[src/rtl/mdu_div.sv]
// mdu_div: iterative restoring divider, one quotient bit per clock, signed or unsigned.
// Optional MDU_DIV_EARLY_EXIT_EN: finish at once when |dividend| < |divisor|.
module mdu_div #(
    parameter int WIDTH = 32
) (
    input  logic                 clk,
    input  logic                 rst,
    input  logic                 signed_div_i,
    input  logic [WIDTH-1:0]     opdata1_i,
    input  logic [WIDTH-1:0]     opdata2_i,
    input  logic                 start_i,
    input  logic                 annul_i,
    output logic [2*WIDTH-1:0]   result_o,
    output logic                 ready_o,
    output logic                 busy_o,
    output logic                 by_zero_o
);
    localparam int CW = $clog2(WIDTH);
    localparam logic [CW-1:0] LAST = CW'(WIDTH - 1);

    typedef enum logic [1:0] {FREE, BYZERO, ON, END} state_t;

    state_t           state;
    logic [CW-1:0]    cnt;
    logic [WIDTH-1:0] dvd, dvs, rem, quo;
    logic             neg_q, neg_r, byz;
    logic [WIDTH-1:0] mag1, mag2, rem_nx, quo_nx;
    logic [WIDTH:0]   shifted;
    logic [WIDTH+1:0] diff;
    logic             ge;

    assign busy_o = (state != FREE);

    // Operand magnitudes and one restoring trial-subtract step; the extra top bit of diff is the borrow.
    always_comb begin
        mag1    = (signed_div_i && opdata1_i[WIDTH-1]) ? -opdata1_i : opdata1_i;
        mag2    = (signed_div_i && opdata2_i[WIDTH-1]) ? -opdata2_i : opdata2_i;
        shifted = {rem, dvd[WIDTH-1]};
        diff    = {1'b0, shifted} - {2'b00, dvs};
        ge      = !diff[WIDTH+1];
        rem_nx  = ge ? diff[WIDTH-1:0] : shifted[WIDTH-1:0];
        quo_nx  = {quo[WIDTH-2:0], ge};
    end

    // Control FSM and datapath; results are staged in rem/quo and published on the END cycle.
    always_ff @(posedge clk) begin
        if (rst) begin
            state     <= FREE;
            cnt       <= '0;
            dvd       <= '0;
            dvs       <= '0;
            rem       <= '0;
            quo       <= '0;
            neg_q     <= 1'b0;
            neg_r     <= 1'b0;
            byz       <= 1'b0;
            result_o  <= '0;
            ready_o   <= 1'b0;
            by_zero_o <= 1'b0;
        end else if (annul_i) begin
            state     <= FREE;
            result_o  <= '0;
            ready_o   <= 1'b0;
            by_zero_o <= 1'b0;
        end else begin
            case (state)
                FREE: begin
                    if (start_i) begin
                        cnt   <= '0;
                        neg_q <= signed_div_i && (opdata1_i[WIDTH-1] ^ opdata2_i[WIDTH-1]);
                        neg_r <= signed_div_i && opdata1_i[WIDTH-1];
                        byz   <= 1'b0;
                        dvd   <= mag1;
                        dvs   <= mag2;
                        rem   <= '0;
                        quo   <= '0;
                        if (opdata2_i == '0) begin
                            state <= BYZERO;
`ifdef MDU_DIV_EARLY_EXIT_EN
                        end else if (mag1 < mag2) begin
                            state <= END;
                            rem   <= opdata1_i;
`endif
                        end else begin
                            state <= ON;
                        end
                    end
                end
                BYZERO: begin
                    state <= END;
                    rem   <= '0;
                    quo   <= '0;
                    byz   <= 1'b1;
                end
                ON: begin
                    dvd <= dvd << 1;
                    rem <= rem_nx;
                    quo <= quo_nx;
                    cnt <= cnt + 1'b1;
                    if (cnt == LAST) begin
                        state <= END;
                        quo   <= neg_q ? -quo_nx : quo_nx;
                        rem   <= neg_r ? -rem_nx : rem_nx;
                    end
                end
                END: begin
                    if (start_i) begin
                        ready_o   <= 1'b1;
                        result_o  <= {rem, quo};
                        by_zero_o <= byz;
                    end else begin
                        state     <= FREE;
                        ready_o   <= 1'b0;
                        result_o  <= '0;
                        by_zero_o <= 1'b0;
                    end
                end
            endcase
        end
    end
endmodule
[config.mk]
export PLATFORM = sky130hd
export DESIGN_NAME = mdu_div
export DESIGN_NICKNAME = d
export VERILOG_FILES = /design/src/rtl/mdu_div.sv
export SDC_FILE = /design/constraint.sdc
export NUM_CORES = 1
export LEC_CHECK = 0
export CORE_AREA = 3 3 166 127
export DETAILED_ROUTE_END_ITERATION = 8
export DIE_AREA = 0 0 169 130
export DONT_BUFFER_PORTS = 1
export PLACE_DENSITY = 0.91
export SYNTH_ARGS = -nofsm -noshare
export SYNTH_HDL_FRONTEND = slang
export SYNTH_SLANG_ARGS = --single-unit
[constraint.sdc]
create_clock -name clk -period 5.25 [get_ports clk]
set_input_delay 1.3125 -clock clk [delete_from_list [all_inputs] [get_ports clk]]
set_output_delay 1.3125 -clock clk [all_outputs]
set_load 0.1 [all_outputs]
==> results.sh <==
export IMPL_die_area_mm2=0.0220
export IMPL_wl_met2_mm=14.3
export IMPL_drive_above_1_share_pct=5.35
export IMPL_grt_pass1_wl_mm=56.7
export IMPL_antenna_left=0
export IMPL_final_setup_tns_ns=0
export IMPL_dp_slack_ns=0.485
export IMPL_fin_worst_skew_ns=0.0112
export IMPL_status="complete, no violations"
export IMPL_synth_top_cell_by_area="dfxtp_1"
export IMPL_ys_flop_type="dfxtp_1"
export IMPL_synth_net_count=1753
export IMPL_core_area_mm2=0.0194
export IMPL_place_port_buffers=0
export IMPL_io_pins=136
export IMPL_met3WireLength_mm=4.19
export IMPL_cts_buffer_depth=3
export IMPL_rsz0062_at_grt="no"
export IMPL_end_kind="flip-flop"
export IMPL_grt_max_degree=118
export IMPL_cellPowerDensity_mw_per_mm2=282
export IMPL_wire_per_inst_um=19.3
export IMPL_cts_root_buf="clkbuf_16"
export IMPL_drv_slew=0
export IMPL_yosys_top_cells_area="dfxtp_1 (32%), nor2_1 (6.4%), a21oi_1 (6.0%)"
export IMPL_clock_latency_ns=0.50
export IMPL_cp_arrival_ns=5.20
export IMPL_cts_sinks=204
export IMPL_yosys_warnings=0
export IMPL_antenna_found_initial=0
export IMPL_synth_area_mm2=0.0127
export IMPL_vias=12000
export IMPL_synth_seq_area_share_pct=32.2
export IMPL_vias_per_cell=6.53
export IMPL_cts_buffers=21
export IMPL_drv_cap=0
export IMPL_relSlewSlack_pct=20.3
export IMPL_fin_area_mm2=0.0134
export IMPL_crit_fanout=8
export IMPL_yosysTopAreaCellShare_pct=32.2
export IMPL_fp_dieW_um=169
export IMPL_yosysMostFrequentCell="nor2_1"
export IMPL_r2r_cells=17
export IMPL_ir_drop_mv=0.391
export IMPL_maxUsedRoutingLayer="met4"
export IMPL_cts_tree="built"
export IMPL_hpwl_mm=26.1
export IMPL_post_cts_buffers=0
export IMPL_dr_pass1_iters=5
export IMPL_gp_congestion=0.970
export IMPL_synth_edf_count=0
export IMPL_diodes=0
export IMPL_async_flop_share_pct=0
export IMPL_wl_met1_mm=16.7
export IMPL_start_util_pct=65.2
export IMPL_drt_iter0_drc=1263
export IMPL_fp_dieH_um=130
export IMPL_htree_levels=1
export IMPL_nNetsFinal=1689
export IMPL_grt_pass1_vias=10800
export IMPL_clk_pin_slew_ns=0.07
export IMPL_placed_area_mm2=0.0127
export IMPL_wirelength_mm=35.6
export IMPL_ys_ff_latch=204
export IMPL_layout_area_overhead_vs_synth_pct=5.84
export IMPL_synth_cells=1640
export IMPL_syn_area_per_cell_um2=7.72
export IMPL_ys_types=82
export IMPL_critPathKind="reg2reg"
export IMPL_hold_path_class="reg2reg"
export IMPL_drc=0
export IMPL_worst_pin_slew_ns=1.19
export IMPL_finalSetupViolations=0
export IMPL_final_core_util_pct=69.0
export IMPL_period_needed_ns=4.80
export IMPL_max_freq_ghz=0.208
export IMPL_power_leakage_uw=0.00495
export IMPL_yosys_top_cells_count="nor2_1 (215), dfxtp_1 (204), nand2_1 (168)"
export IMPL_hold_depth=2
export IMPL_fin_crit_sh_pct=91.5
export IMPL_required_ns=5.64
export IMPL_setup_ws_ns=0.446
export IMPL_start_kind="flip-flop"
export IMPL_rows=44
export IMPL_track_usage_pct=31.2
export IMPL_grt_ovfl_total=0
export IMPL_hold_viol_final=0
## layout by cell type, fill, tap and decap left out, types with 7 or more instances in the layout
cell / netlist / final
nor2_1: 215 / 212
dfxtp_1: 204 / 204
nand2_1: 168 / 168
a21oi_1: 153 / 153
a22oi_1: 92 / 92
xnor2_1: 78 / 78
o21ai_0: 73 / 73
xor2_1: 59 / 59
inv_1: 58 / 57
ha_1: 43 / 43
nor3_1: 42 / 40
a211oi_1: 33 / 33
nand3_1: 28 / 28
o31ai_1: 24 / 24
a22o_1: 22 / 22
clkbuf_16: 0 / 21
nor4_1: 18 / 18
nand2b_1: 16 / 16
or3_1: 14 / 14
mux2i_1: 13 / 13
buf_4: 1 / 13
nand4_1: 12 / 12
o41ai_1: 11 / 11
a31oi_1: 11 / 11
o211ai_1: 11 / 11
nor2b_1: 9 / 9
a21o_1: 9 / 9
o21a_1: 8 / 8
and2_1: 8 / 8
o21ai_1: 7 / 7
## critical path, cell delays in order (launching register included)
cell	delay, ns
dfxtp_1	0.33
inv_1	0.05
ha_1	0.37
a21oi_1	0.21
o21ai_1	0.14
a2111oi_1	0.60
o21a_1	0.32
nand2_4	0.12
o21ai_0	0.27
ha_1	0.35
o21ai_0	0.15
nor4b_1	0.46
nand4b_1	0.21
o31ai_1	0.36
nor2b_1	0.26
a31oi_1	0.13
xnor2_1	0.16
a22o_1	0.20
## metal layers
layer | track usage (%) | vias to the layer above
li1 | - | 5764
met1 | 48.1 | 5650
met2 | 43.8 | 581
met3 | 9.42 | 32
met4 | 4.48 | 0
met5 | 0 | -
## per-stage QoR
stage	cells	hold slack [ns]	power [uW]
6_report	1842	0.449	3780
3_5_place_dp	1806	0.438	2310
4_1_cts	1842	0.446	3770
5_1_grt	1842	0.464	3930
3_3_place_gp	1806	0.429	2300
2_1_floorplan	1640	0.429	2160
## sequential cells by signal, summed over array words and instances, names as in the netlist, 2 cells and up
register and count:
dvs 32, result_o 64, quo 32, cnt 5, dvd 32, state 2, rem 32
## power breakdown
group          switching, uW  internal, uW
sequential              24.1          1590
clock                    615           872
combinational            446           234
total                   1080          2690
## cells by family (layout without fill, tap and decap cells)
kind of cell	after synthesis	in the layout	synth area share, %
buffers and inverters	160	109	4.85
muxes	13	13	1.03
adders and majority gates	44	44	4.41
xor gates and xnor gates	138	138	9.60
and+or+nand+nor	570	570	20.6
DFF	204	204	32.2
AOI/OAI and AO/OA	511	511	27.3
## final timing paths
path / startpoint / end / slack, ns
worst min register to register: dvd[8] / dvd[8] / 0.45
worst max-delay path: dvs[26] / rem[30] / 0.45
worst min-delay path: dvd[8] / dvd[8] / 0.45
worst max register to register: dvs[26] / rem[30] / 0.45
## layout make-up
type,instances,area [um^2]
inverters,60,228
repair buffers,13,97.6
clock inverters,6,68.8
multi-input cells,1276,7990
fillers,1586,6030
clock buffers,30,619
flip-flops and latches,204,4080
well taps,253,317
## repair_timing
action	CTS	global route
hold buffers	0	0
gates resized for setup	0	1
endpoints found under the setup margin	0	2
Note: power is estimated with default switching activity, not from simulation.
